<file path="config.mk">
export PLATFORM = sky130hd
export DESIGN_NAME = d5m_pattern_gen_flat
export DESIGN_NICKNAME = d
export VERILOG_FILES = /design/src/rtl/d5m_pattern_gen_if.sv /design/src/rtl/d5m_pattern_gen.sv /design/src/flat_wrapper.sv
export SDC_FILE = /design/constraint.sdc
export NUM_CORES = 1
export LEC_CHECK = 0
export CAP_MARGIN = 0
export CORE_MARGIN = 4
export CORE_UTILIZATION = 30
export CTS_BUF_LIST = sky130_fd_sc_hd__clkbuf_16
export CTS_CLUSTER_SIZE = 12
export DETAILED_ROUTE_END_ITERATION = 16
export HOLD_SLACK_MARGIN = 0.03
export PLACE_DENSITY_LB_ADDON = 0.25
export SETUP_SLACK_MARGIN = 0.05
export SLEW_MARGIN = 20
export SYNTH_ARGS = -nofsm -noshare
export SYNTH_HDL_FRONTEND = slang
export SYNTH_SLANG_ARGS = --single-unit
</file>
<file path="constraint.sdc">
create_clock -name iCLK -period 5.13 [get_ports iCLK]
set_input_delay 1.026 -clock iCLK [delete_from_list [all_inputs] [get_ports iCLK]]
set_output_delay 1.026 -clock iCLK [all_outputs]
set_load 0.05 [all_outputs]
</file>
<file path="src/rtl/d5m_pattern_gen_if.sv">
// Control and pixel-bus bundle of the synthetic D5M source.
// The master side is the generator; the slave side is the capture logic or a bench.
interface d5m_pattern_gen_if;
    logic        iSTART;
    logic        iEND;
    logic [1:0]  iMODE;
    logic [11:0] oDATA;
    logic        oLVAL;
    logic        oFVAL;
    logic [31:0] oFrame_Cont;
    logic        oBUSY;

    modport master (
        input  iSTART,
        input  iEND,
        input  iMODE,
        output oDATA,
        output oLVAL,
        output oFVAL,
        output oFrame_Cont,
        output oBUSY
    );

    modport slave (
        output iSTART,
        output iEND,
        output iMODE,
        input  oDATA,
        input  oLVAL,
        input  oFVAL,
        input  oFrame_Cont,
        input  oBUSY
    );
endinterface

</file>
<file path="src/rtl/d5m_pattern_gen.sv">
// Synthetic D5M sensor: 12-bit raw Bayer stream with FVAL/LVAL framing,
// run/stop control, four test patterns and a completed-frame counter.
module d5m_pattern_gen #(
    parameter int H_ACTIVE = 1280,
    parameter int V_ACTIVE = 960,
    parameter int H_BLANK  = 64,
    parameter int V_BLANK  = 2048
) (
    input  logic               iCLK,
    input  logic               iRST_N,
    d5m_pattern_gen_if.master  bus
);

    typedef enum logic [2:0] {
        S_IDLE,
        S_LEAD,
        S_ACTIVE,
        S_HBLANK,
        S_VBLANK
    } state_t;

    localparam logic [11:0] X_LAST  = 12'(H_ACTIVE - 1);
    localparam logic [11:0] Y_LAST  = 12'(V_ACTIVE - 1);
    localparam logic [15:0] HB_LAST = 16'(H_BLANK - 1);
    localparam logic [15:0] VB_LAST = 16'(V_BLANK - 1);

    state_t      state_q, state_d;
    logic [11:0] x_q, x_d;
    logic [11:0] y_q, y_d;
    logic [15:0] cnt_q, cnt_d;
    logic [1:0]  mode_q, mode_d;
    logic        stop_q, stop_d;
    logic [31:0] frame_q, frame_d;

    // Inputs are registered once so no input reaches an output combinationally.
    logic        start_q;
    logic        end_q;
    logic [1:0]  imode_q;

    logic [11:0] data_q, data_d;
    logic        lval_q, lval_d;
    logic        fval_q, fval_d;
    logic        busy_q, busy_d;

    function automatic logic [11:0] pixel(input logic [1:0] m,
                                          input logic [11:0] x,
                                          input logic [11:0] y);
        logic [2:0] b;
        logic       on;
        b  = x[9:7];
        on = 1'b0;
        case (m)
            2'd0: begin
                case ({y[0], x[0]})
                    2'b01:   on = b[2];
                    2'b10:   on = b[0];
                    default: on = b[1];
                endcase
                pixel = {12{on}};
            end
            2'd1:    pixel = x;
            2'd2:    pixel = (x[4] ^ y[4]) ? 12'hFFF : 12'h000;
            default: pixel = y;
        endcase
    endfunction

    always_comb begin
        state_d = state_q;
        x_d     = x_q;
        y_d     = y_q;
        cnt_d   = cnt_q;
        mode_d  = mode_q;
        frame_d = frame_q;
        stop_d  = stop_q;

        if (end_q) begin
            stop_d = 1'b1;
        end else if (start_q) begin
            stop_d = 1'b0;
        end

        case (state_q)
            S_IDLE: begin
                if (start_q && !end_q) begin
                    state_d = S_LEAD;
                    cnt_d   = 16'd0;
                    mode_d  = imode_q;
                end
            end
            S_LEAD: begin
                if (cnt_q == HB_LAST) begin
                    state_d = S_ACTIVE;
                    x_d     = 12'd0;
                    y_d     = 12'd0;
                end else begin
                    cnt_d = cnt_q + 16'd1;
                end
            end
            S_ACTIVE: begin
                if (x_q == X_LAST) begin
                    state_d = S_HBLANK;
                    cnt_d   = 16'd0;
                end else begin
                    x_d = x_q + 12'd1;
                end
            end
            S_HBLANK: begin
                if (cnt_q == HB_LAST) begin
                    if (y_q != Y_LAST) begin
                        state_d = S_ACTIVE;
                        x_d     = 12'd0;
                        y_d     = y_q + 12'd1;
                    end else begin
                        state_d = S_VBLANK;
                        cnt_d   = 16'd0;
                        frame_d = frame_q + 32'd1;
                    end
                end else begin
                    cnt_d = cnt_q + 16'd1;
                end
            end
            S_VBLANK: begin
                if (cnt_q == VB_LAST) begin
                    if (stop_q) begin
                        state_d = S_IDLE;
                        stop_d  = 1'b0;
                    end else begin
                        state_d = S_LEAD;
                        cnt_d   = 16'd0;
                        mode_d  = imode_q;
                    end
                end else begin
                    cnt_d = cnt_q + 16'd1;
                end
            end
            default: begin
                state_d = S_IDLE;
                stop_d  = 1'b0;
            end
        endcase

        // Outputs are decoded from the next state so they register on the transition edge.
        lval_d = (state_d == S_ACTIVE);
        fval_d = (state_d == S_LEAD) || (state_d == S_ACTIVE) || (state_d == S_HBLANK);
        busy_d = (state_d != S_IDLE);
        data_d = lval_d ? pixel(mode_d, x_d, y_d) : 12'h000;
    end

    always_ff @(posedge iCLK or negedge iRST_N) begin
        if (!iRST_N) begin
            state_q <= S_IDLE;
            x_q     <= 12'd0;
            y_q     <= 12'd0;
            cnt_q   <= 16'd0;
            mode_q  <= 2'd0;
            stop_q  <= 1'b0;
            frame_q <= 32'd0;
            start_q <= 1'b0;
            end_q   <= 1'b0;
            imode_q <= 2'd0;
            data_q  <= 12'h000;
            lval_q  <= 1'b0;
            fval_q  <= 1'b0;
            busy_q  <= 1'b0;
        end else begin
            state_q <= state_d;
            x_q     <= x_d;
            y_q     <= y_d;
            cnt_q   <= cnt_d;
            mode_q  <= mode_d;
            stop_q  <= stop_d;
            frame_q <= frame_d;
            start_q <= bus.iSTART;
            end_q   <= bus.iEND;
            imode_q <= bus.iMODE;
            data_q  <= data_d;
            lval_q  <= lval_d;
            fval_q  <= fval_d;
            busy_q  <= busy_d;
        end
    end

    assign bus.oDATA       = data_q;
    assign bus.oLVAL       = lval_q;
    assign bus.oFVAL       = fval_q;
    assign bus.oFrame_Cont = frame_q;
    assign bus.oBUSY       = busy_q;

endmodule
</file>
<file path="src/flat_wrapper.sv">
// flat-port wrapper written by rule: the top's interface ports become plain ports
module d5m_pattern_gen_flat 
#(
    parameter int H_ACTIVE = 1280,
    parameter int V_ACTIVE = 960,
    parameter int H_BLANK  = 64,
    parameter int V_BLANK  = 2048
)
  (iCLK, iRST_N, bus_iSTART, bus_iEND, bus_iMODE, bus_oDATA, bus_oLVAL, bus_oFVAL, bus_oFrame_Cont, bus_oBUSY);
  d5m_pattern_gen_if bus_i ();
  input  logic iCLK;
  input  logic iRST_N;
  input wire logic [$bits(bus_i.iSTART)-1:0] bus_iSTART;
  input wire logic [$bits(bus_i.iEND)-1:0] bus_iEND;
  input wire logic [$bits(bus_i.iMODE)-1:0] bus_iMODE;
  output wire logic [$bits(bus_i.oDATA)-1:0] bus_oDATA;
  output wire logic [$bits(bus_i.oLVAL)-1:0] bus_oLVAL;
  output wire logic [$bits(bus_i.oFVAL)-1:0] bus_oFVAL;
  output wire logic [$bits(bus_i.oFrame_Cont)-1:0] bus_oFrame_Cont;
  output wire logic [$bits(bus_i.oBUSY)-1:0] bus_oBUSY;
  assign bus_i.iSTART = bus_iSTART;
  assign bus_i.iEND = bus_iEND;
  assign bus_i.iMODE = bus_iMODE;
  assign bus_oDATA = bus_i.oDATA;
  assign bus_oLVAL = bus_i.oLVAL;
  assign bus_oFVAL = bus_i.oFVAL;
  assign bus_oFrame_Cont = bus_i.oFrame_Cont;
  assign bus_oBUSY = bus_i.oBUSY;
  d5m_pattern_gen #(.H_ACTIVE(H_ACTIVE), .V_ACTIVE(V_ACTIVE), .H_BLANK(H_BLANK), .V_BLANK(V_BLANK)) u_core (.iCLK(iCLK), .iRST_N(iRST_N), .bus(bus_i));
endmodule
</file>
==> flow_summary.toml, run 1 <==
[timing]
skew_ns = 0.00827
max_slew.worst_pin.slew_ns = 0.964
slew_headroom_pct = 34.9
slew_viol_final = 0
min_period_over_period_pct = 83.4
rsz0062_at_grt = "false"
fin_crit_ns = 4.28
finalSetupViolCount = 0
final.setup.tns_ns = 0
max_freq_mhz = 234
hold_viol = 0

[flow_run]
maxCapViolations = 0

[critical_path]
worstPathRequired_ns = 5.31
crit_chain = "nor4_1, and4_1, buf_4, a31oi_1, or3_1, a21oi_1, ha_1, inv_1, nor4_1, a41oi_1, a31oi_1"
start_kind = "register"
endpoint_kind = "register"
crit_arrival_ns = 4.46
critical_path.max_fanout = 15
worstSetupPathType = "register to register"
slowest_stage = "a41oi_1"
slowest_delay_ns = 0.75

[final_layout]
drive_above_1_share_pct = 5.75
fin_cells = 790
final_cell_mix = "dfrtp_1, clkdlybuf4s50_1, o21ai_0"
syn_to_final_growth_pct = 19.9
register_area_um2 = 2430
fin_nets = 581
n_fill_cell = 1605
mostFrequentLayoutCell = "dfrtp_1"
diodes = 0
multiInputGateArea_um2 = 2360
fin_util_pct = 37.3

[synthesis]
synth.distinct_cells = 59
synth-async-reset-ratio_pct = 100
syn-num-nets = 538
synth_area_um2 = 5010
synth_edf_count = 0
synth_cells = 526
avgSynthCellArea_um2 = 9.53
yosysSeqAreaShare_pct = 48.4
synth_top_flop_cell = "dfrtp_1"
ys_warn_count = 0
ys_ff_latch = 97

[drt]
first_iter_violations = 340
wl_met1_um = 5980
drc = 0
dr.pass1.iters = 5
top_layer = "met4"
via_per_inst = 5.35
wl_per_cell_um = 16.0
route.met2.wl_um = 5880
drt-total-wl_um = 12600
vias = 4225
drtAntennaViolNets = 0
wl_met3_um = 589

[worst_hold_path]
hold_class = "register to register"

[clocking]
clk_path_buf_depth = 2
cts_inserted_buffers = 9
postCtsSetupRepairBufs = 0
cts_max_level = 3
cts_root_buffer = "clkbuf_16"
cts.repair.resized = 0
hold_buffers = 0
worst_skew_pair.late_latency_ns = 0.35
clkTransAtPathRegs_ns = 0.07
cts_tree = "built"
clock-sinks = 97

[power]
p_leak_uw = 0.00246
p_per_area_nw_per_um2 = 340
peakVddDrop_mv = 0.173

[global_route]
grtUsageTotal_pct = 13.9
grt_pass1_wl_um = 20700
grt_pass1_vias = 4021
antenna_found_initial = 0
overflow = 0
grt_max_degree = 54

[die]
num_rows = 46
start_util_pct = 31.1
dieArea_um2 = 18800
die_w_um = 137
core_area_um2 = 16100
io_pins = 53
die_h_um = 137

[placed_design]
hpwl_um = 9160
gp_congestion = 0.856
dpl.cell_count = 774
port_buffers = 52

[run_status]
status = "finished clean"
[Yosys cell counts, types with 2 or more instances]
| master | instances | area, um2 |
|---|---|---|
| clkbuf_1 | 16 | 60.1 |
| nand2b_1 | 4 | 25.0 |
| xor2_1 | 10 | 87.6 |
| a31oi_1 | 21 | 131 |
| buf_6 | 3 | 33.8 |
| nand2_1 | 37 | 139 |
| nor3_1 | 13 | 65.1 |
| a211oi_1 | 2 | 15.0 |
| a41oi_1 | 3 | 26.3 |
| o31ai_1 | 12 | 90.1 |
| a21o_1 | 3 | 22.5 |
| nor3b_1 | 4 | 30.0 |
| and3_1 | 12 | 75.1 |
| o211ai_1 | 2 | 15.0 |
| nand4_1 | 20 | 125 |
| or4_1 | 5 | 37.5 |
| a311oi_1 | 4 | 35.0 |
| and2_1 | 3 | 18.8 |
| o31a_1 | 3 | 26.3 |
| a21oi_1 | 15 | 75.1 |
| mux2i_1 | 3 | 30.0 |
| nand3b_1 | 2 | 15.0 |
| o2bb2a_1 | 2 | 20.0 |
| buf_4 | 2 | 15.0 |
| dfrtp_1 | 97 | 2430 |
| a22o_1 | 2 | 17.5 |
| nor2b_1 | 6 | 37.5 |
| and4_1 | 8 | 70.1 |
| ha_1 | 6 | 75.1 |
| buf_2 | 3 | 15.0 |
| or2_2 | 4 | 25.0 |
| or3_1 | 7 | 43.8 |
| o21ai_0 | 46 | 230 |
| inv_1 | 25 | 93.8 |
| nor4_1 | 7 | 43.8 |
| o41ai_1 | 4 | 35.0 |
| nand3_1 | 28 | 140 |
| xnor2_1 | 25 | 219 |
| nor2_1 | 37 | 139 |
[worst paths after layout]
kind	from	endpoint	slack (ns)	cells after the start
hold / removal	u_core.cnt_q[15]	u_core.cnt_q[15]	0.48	1
setup / recovery	u_core.cnt_q[13]	u_core.bus.oDATA[3]	0.85	11
min in group asynchronous	iRST_N	u_core.bus.oFrame_Cont[7]	0.67	1
hold reg to reg	u_core.cnt_q[15]	u_core.cnt_q[15]	0.48	1
setup reg to reg	u_core.cnt_q[13]	u_core.bus.oDATA[3]	0.85	11
max in group asynchronous	iRST_N	u_core.x_q[3]	3.38	2
[state kept, by name (all words and copies together) (netlist names)]
register                count
u_core.bus.oFrame_Cont     32
u_core.bus.oFVAL            1
u_core.cnt_q               16
u_core.bus.oLVAL            1
u_core.x_q                 12
u_core.stop_q               1
u_core.mode_q               2
u_core.bus.oBUSY            1
u_core.bus.oDATA           12
u_core.end_q                1
u_core.imode_q              2
u_core.start_q              1
u_core.y_q                 12
u_core.state_q              3
[metal layers]
layer  GRT usage, %  up-vias
li1               -     2019
met1           18.9     2078
met2           22.0      115
met3           2.99       13
met4           4.43        0
met5              0        -
[cell type report]
class / count / share of cell area, %
well taps: 216 / 4.50
clock inverters: 7 / 1.29
multi-input cells: 379 / 39.3
flip-flops and latches: 97 / 40.4
clock buffers: 9 / 3.75
repair buffers: 56 / 9.12
inverters: 26 / 1.62
[cells by family after synthesis]
kind of cell               Yosys count  share of synthesized area, %
xor gates and xnor gates            35                          6.12
AOI/OAI and AO/OA                  129                          16.5
and+or+nand+nor                    205                          22.2
muxes                                4                         0.824
buffers and inverters               50                          4.42
DFF                                 97                          48.4
adders and majority gates            6                          1.50
[stage by stage]
step / power, uW / instance area, um2 / hold slack, ns / setup WS [ns]
after floorplan: 1240 / 5010 / 0.447 / 1.82
after global placement: 1350 / 5710 / 0.462 / 1.09
after detailed placement: 1360 / 5710 / 0.476 / 0.923
after CTS: 2060 / 6010 / 0.482 / 0.913
after global routing: 2150 / 6010 / 0.506 / 0.456
final: 2040 / 6010 / 0.483 / 0.850
[power by group]
part           internal (uW)  switching, uW
clock                    383            314
combinational            146            320
sequential               819           59.6
total                   1350            694
[worst max-delay path: cells and delay by family (launching register included)]
| kind | cells | cell delay, ns |
|---|---|---|
| buffers and inverters | 2 | 0.27 |
| AO/OA/AOI/OAI | 4 | 1.50 |
| adder cells (fa/ha/maj) | 1 | 0.28 |
| flip-flops | 1 | 0.43 |
| AND/OR/NAND/NOR | 4 | 1.59 |
Note: power is estimated with default switching activity, not from simulation.
==> inputs of run 2 (changes only) <==
- clock period: 5.13 -> 3.54 ns (I/O delays scaled with it)
==> run 2 against run 1 <==
Effect of this change:
- worst hold slack worse by 0.0030 ns
- sequential power up 44%
- register-to-register slack worse by 0.63 ns
- clock skew down 0.0024 ns
- non-clock buffer count up 24
- sequential share of layout area down 1.5 points
- fmax up 29%
- global-route usage up 0.47 points
- clock power up 35%
- final cell count up 3.0%
- largest cell class unchanged
- clock-buffer cell count unchanged
- via count up 1.8%
==> flow_summary.toml, run 2 (synthesized netlist as in run 1, its figures left out) <==
[placed_design]
hpwl_um = 9520
gp_congestion = 0.855
port_buffers = 52
placed_cell_area_um2 = 5880

[timing]
slew_viol_final = 0
slew_headroom_pct = 35.4
fin_crit_ns = 3.32
hold_viol = 0
holdWs_ns = 0.480
skew_ns = 0.00588
finalSetupViolCount = 0
rsz0062_at_grt = "false"
final.setup.tns_ns = 0
max_slew.worst_pin.slew_ns = 0.969
min_period_over_period_pct = 93.8
max_freq_mhz = 301

[power]
p_seq_share_pct = 42.7
p_int_uw = 1930
p_sw_share_pct = 34.8
clockPowerShare_pct = 31.7
peakVddDrop_mv = 0.270
p_sw_uw = 1030
p_leak_uw = 0.00259
combPwrFrac_pct = 25.6
p_per_area_nw_per_um2 = 475

[clocking]
cts_tree = "built"
worst_skew_pair.late_latency_ns = 0.35
clk_path_buf_depth = 2
cts_root_buffer = "clkbuf_16"
cts_max_level = 3
clkTransAtPathRegs_ns = 0.07
cts_inserted_buffers = 9
clock-sinks = 97
hold_buffers = 0

[final_layout]
drive_above_1_share_pct = 10.4
diodes = 0
final_cell_mix = "dfrtp_1, clkdlybuf4s50_1, o21ai_0"
mostFrequentLayoutCell = "dfrtp_1"
largest_reg_flops = 32
fin_area_um2 = 6240
syn_to_final_growth_pct = 24.4
fin_nets = 605

[drt]
vias = 4302
first_iter_violations = 324
via_per_inst = 5.29
drt-total-wl_um = 13000
wl_per_cell_um = 15.9
dr.pass1.iters = 5
drc = 0
drtAntennaViolNets = 0

[critical_path]
crit_arrival_ns = 3.58
worstSetupPathType = "register to register"
cp-endpoint = "u_core.bus.oDATA[5]"
cp_num_cells = 14
reg2reg_slack_ns = 0.22
crit_family = "simple AND/OR/NAND/NOR gates"
cp_num_buf_inv = 4
slowest_stage = "or4_1"
worstPathRequired_ns = 3.80
rr_endpoint = "u_core.bus.oDATA[5]"
endpoint_kind = "register"
cp-startpoint = "u_core.y_q[0]"
reg2regPathDepth = 14
start_kind = "register"
slowest_delay_ns = 0.59
crit_chain = "ha_1, nand2_1, or4_1, a31oi_2, buf_4, inv_1, a21oi_1, a21oi_1, ha_1, inv_1, nor4_4, a41oi_4, buf_12, a311oi_2"
r2r-start = "u_core.y_q[0]"
critical_path.max_fanout = 12

[run_status]
status = "finished clean"

[die]
dieArea_um2 = 18800
die_h_um = 137
start_util_pct = 31.1
core_area_um2 = 16100
io_pins = 53
die_w_um = 137
num_rows = 46

[global_route]
grt_pass1_vias = 4215
grt_pass1_wl_um = 21500
overflow = 0
grtUsageTotal_pct = 14.3
antenna_found_initial = 0
grt_max_degree = 77

[worst_hold_path]
hold_class = "register to register"

[flow_run]
maxCapViolations = 0
run 2: cell type report:
| type | instances | area, um2 |
|---|---|---|
| clock inverters | 7 | 57.6 |
| clock buffers | 9 | 225 |
| repair buffers | 80 | 741 |
| fillers | 1590 | 9880 |
| well taps | 216 | 270 |
| flip-flops and latches | 97 | 2430 |
| inverters | 26 | 97.6 |
| multi-input cells | 379 | 2420 |
run 2: power groups by stage:
stage	combinational, uW	sequential (uW)	clock [uW]
floorplan	477	1320	0
global placement	729	1280	0
detailed placement	735	1280	0
CTS	741	1260	970
global route	844	1270	1010
finish	758	1260	939
run 2: per-stage QoR:
step                total power [uW]  std cells  setup WS [ns]  util, %
floorplan                       1790        526          0.229        -
global route                    3130        814         0.0263     38.7
finish                          2960        814          0.218     38.7
detailed placement              2020        797        -0.0532     36.5
CTS                             2970        813          0.170     38.3
global placement                2010        797          0.103     36.5
run 2: layer usage:
layer	vias to the layer above	global-route usage (%)	wire, um
met5	-	0	0
met4	0	5.27	312
met3	28	2.99	458
met2	90	22.6	6110
met1	2107	19.5	6090
li1	2077	-	-
run 2: timing repair:
item / 4_1_cts / 5_1_grt
endpoints found under the setup margin: 12 / 13
buffers inserted: 0 / 1
hold endpoints to repair: 0 / 0
resized for setup: 1 / 6
run 2: worst min-delay path by stage:
stage | from | cells past startpoint | endpoint | slack [ns]
final | u_core.bus.oFrame_Cont[31] | 1 | u_core.bus.oFrame_Cont[31] | 0.48
after global routing | u_core.bus.oFrame_Cont[26] | 1 | u_core.bus.oFrame_Cont[26] | 0.51
after CTS | u_core.bus.oFrame_Cont[31] | 1 | u_core.bus.oFrame_Cont[31] | 0.49
after detailed placement | u_core.bus.oFrame_Cont[31] | 1 | u_core.bus.oFrame_Cont[31] | 0.47
after global placement | u_core.bus.oFrame_Cont[31] | 1 | u_core.bus.oFrame_Cont[31] | 0.46
after floorplan | iRST_N | 0 | u_core.bus.oBUSY | 0.41
==> inputs of run 3 (changes only) <==
- clock period: 3.54 -> 3.45 ns (I/O delays scaled with it)
==> run 3 against run 2 <==
Effect of this change:
- sequential cell count stayed put
- via count is 0.28% higher
- critical path type unchanged
- largest cell class unchanged
- sequential power hardly changed
==> flow_summary.toml, run 3 (synthesized netlist as in run 1, its figures left out) <==
[global_route]
grt_max_degree = 59
antenna_found_initial = 0
grt_pass1_wl_um = 21800
overflow = 0
grt_pass1_vias = 4174
grtUsageTotal_pct = 14.5

[die]
die_h_um = 137
die_w_um = 137
num_rows = 46
io_pins = 53
start_util_pct = 31.1
core_area_um2 = 16100
dieArea_um2 = 18800

[clocking]
cts_tree = "built"
cts_max_level = 3
clk_path_buf_depth = 2
worst_skew_pair.late_latency_ns = 0.35
hold_buffers = 0
clkTransAtPathRegs_ns = 0.07
clock-sinks = 97
cts_root_buffer = "clkbuf_16"
cts_inserted_buffers = 9

[timing]
fin_crit_ns = 3.25
finalSetupViolCount = 0
max_freq_mhz = 308
hold_viol = 0
finalWorstSetupSlack_ns = 0.201
rsz0062_at_grt = "true"
slew_viol_final = 0
skew_ns = 0.00696
max_slew.worst_pin.slew_ns = 0.669
min_period_over_period_pct = 94.2
slew_headroom_pct = 55.3

[drt]
first_iter_violations = 368
dr.pass1.iters = 5
drc = 0
drtAntennaViolNets = 0
wl_per_cell_um = 16.1
via_per_inst = 5.27
vias = 4314
drt-total-wl_um = 13200

[final_layout]
fin_cells = 819
drive_above_1_share_pct = 11.1
fin_util_pct = 39.2
largest_reg_flops = 32
syn_to_final_growth_pct = 26.0
n_fill_cell = 1607
mostFrequentLayoutCell = "dfrtp_1"
final_cell_mix = "dfrtp_1, clkdlybuf4s50_1, o21ai_0"
register_area_um2 = 2430
multiInputGateArea_um2 = 2430
diodes = 0
fin_nets = 610

[critical_path]
start_kind = "register"
crit_arrival_ns = 3.46
worstPathRequired_ns = 3.66
critical_path.max_fanout = 6
rr_endpoint = "u_core.bus.oDATA[9]"
reg2regPathDepth = 11
r2r-start = "u_core.cnt_q[12]"
worstSetupPathType = "register to register"
endpoint_kind = "register"
reg2reg_slack_ns = 0.20

[run_status]
status = "finished clean"

[placed_design]
gp_congestion = 0.889
hpwl_um = 9600
port_buffers = 52
dp_slack_ns = -0.0758
dpl.cell_count = 800

[power]
p_leak_uw = 0.00262
peakVddDrop_mv = 0.242
p_per_area_nw_per_um2 = 504

[flow_run]
maxCapViolations = 0

[worst_hold_path]
hold_class = "input pin to asynchronous set/reset pin"
run 3: changes by cell type in the layout (fill, tap and decap cells not counted):
cell | before | now
clkinv_4 | 4 | 2
a41oi_2 | 0 | 1
clkinvlp_4 | 1 | 0
o41ai_2 | 1 | 0
bufinv_16 | 0 | 2
clkinv_2 | 0 | 1
inv_6 | 0 | 1
dfrtp_2 | 0 | 1
buf_4 | 28 | 32
o41ai_1 | 3 | 4
dfrtp_1 | 97 | 96
inv_8 | 1 | 0
run 3: where the power goes:
group / total, uW / switching (uW) / internal [uW]
registers: 1290 / 69.7 / 1220
logic: 800 / 532 / 268
clock network: 1090 / 456 / 637
run 3: area by class of cell:
| class | instances | area share (%) |
|---|---|---|
| clock inverter | 7 | 1.51 |
| sequential | 97 | 38.5 |
| clock buffer | 9 | 3.57 |
| inverter | 26 | 1.55 |
| multi-input combinational | 380 | 38.4 |
| timing repair buffer | 84 | 12.2 |
| tap | 216 | 4.28 |
run 3: per-layer routing:
metal	track usage, %	share of wire, %
met1	20.0	47
met2	22.5	46
met3	2.56	5.0
met4	6.26	1.9
met5	0	0
run 3: worst max path at each step:
stage | startpoint | end | slack [ns] | cells past startpoint
final | u_core.cnt_q[12] | u_core.bus.oDATA[9] | 0.20 | 11
after global routing | u_core.y_q[0] | u_core.bus.oDATA[5] | -0.009 | 13
after CTS | u_core.y_q[0] | u_core.bus.oDATA[5] | 0.15 | 13
after detailed placement | u_core.y_q[0] | u_core.bus.oDATA[1] | -0.08 | 13
after global placement | u_core.cnt_q[12] | u_core.bus.oDATA[5] | 0.02 | 11
after floorplan | u_core.cnt_q[13] | u_core.bus.oDATA[0] | 0.14 | 12
run 3: through the flow:
step / cell area [um2] / hold slack [ns] / setup TNS [ns] / total power, uW
finish: 6310 / 0.317 / 0 / 3180
CTS: 6240 / 0.329 / 0 / 3190
floorplan: 5010 / 0.394 / 0 / 1840
global placement: 5910 / 0.463 / 0 / 2070
global route: 6310 / 0.361 / -0.00866 / 3360
detailed placement: 5910 / 0.481 / -0.585 / 2080
run 3: worst max-delay path, stage by stage, from the launching register on:
cell,delay [ns]
dfrtp_1,0.42
nor4_1,0.32
buf_4,0.20
and4_1,0.34
a31oi_2,0.14
or3_1,0.40
a21oi_1,0.21
ha_1,0.27
inv_1,0.19
nor4_4,0.10
a41oi_2,0.36
a31oi_1,0.15
run 3: what timing repair did:
action	in CTS	in global routing
resized for setup	1	7
setup endpoints to repair	12	16
buffers inserted	0	2
cloned	0	1
pin swaps	0	2
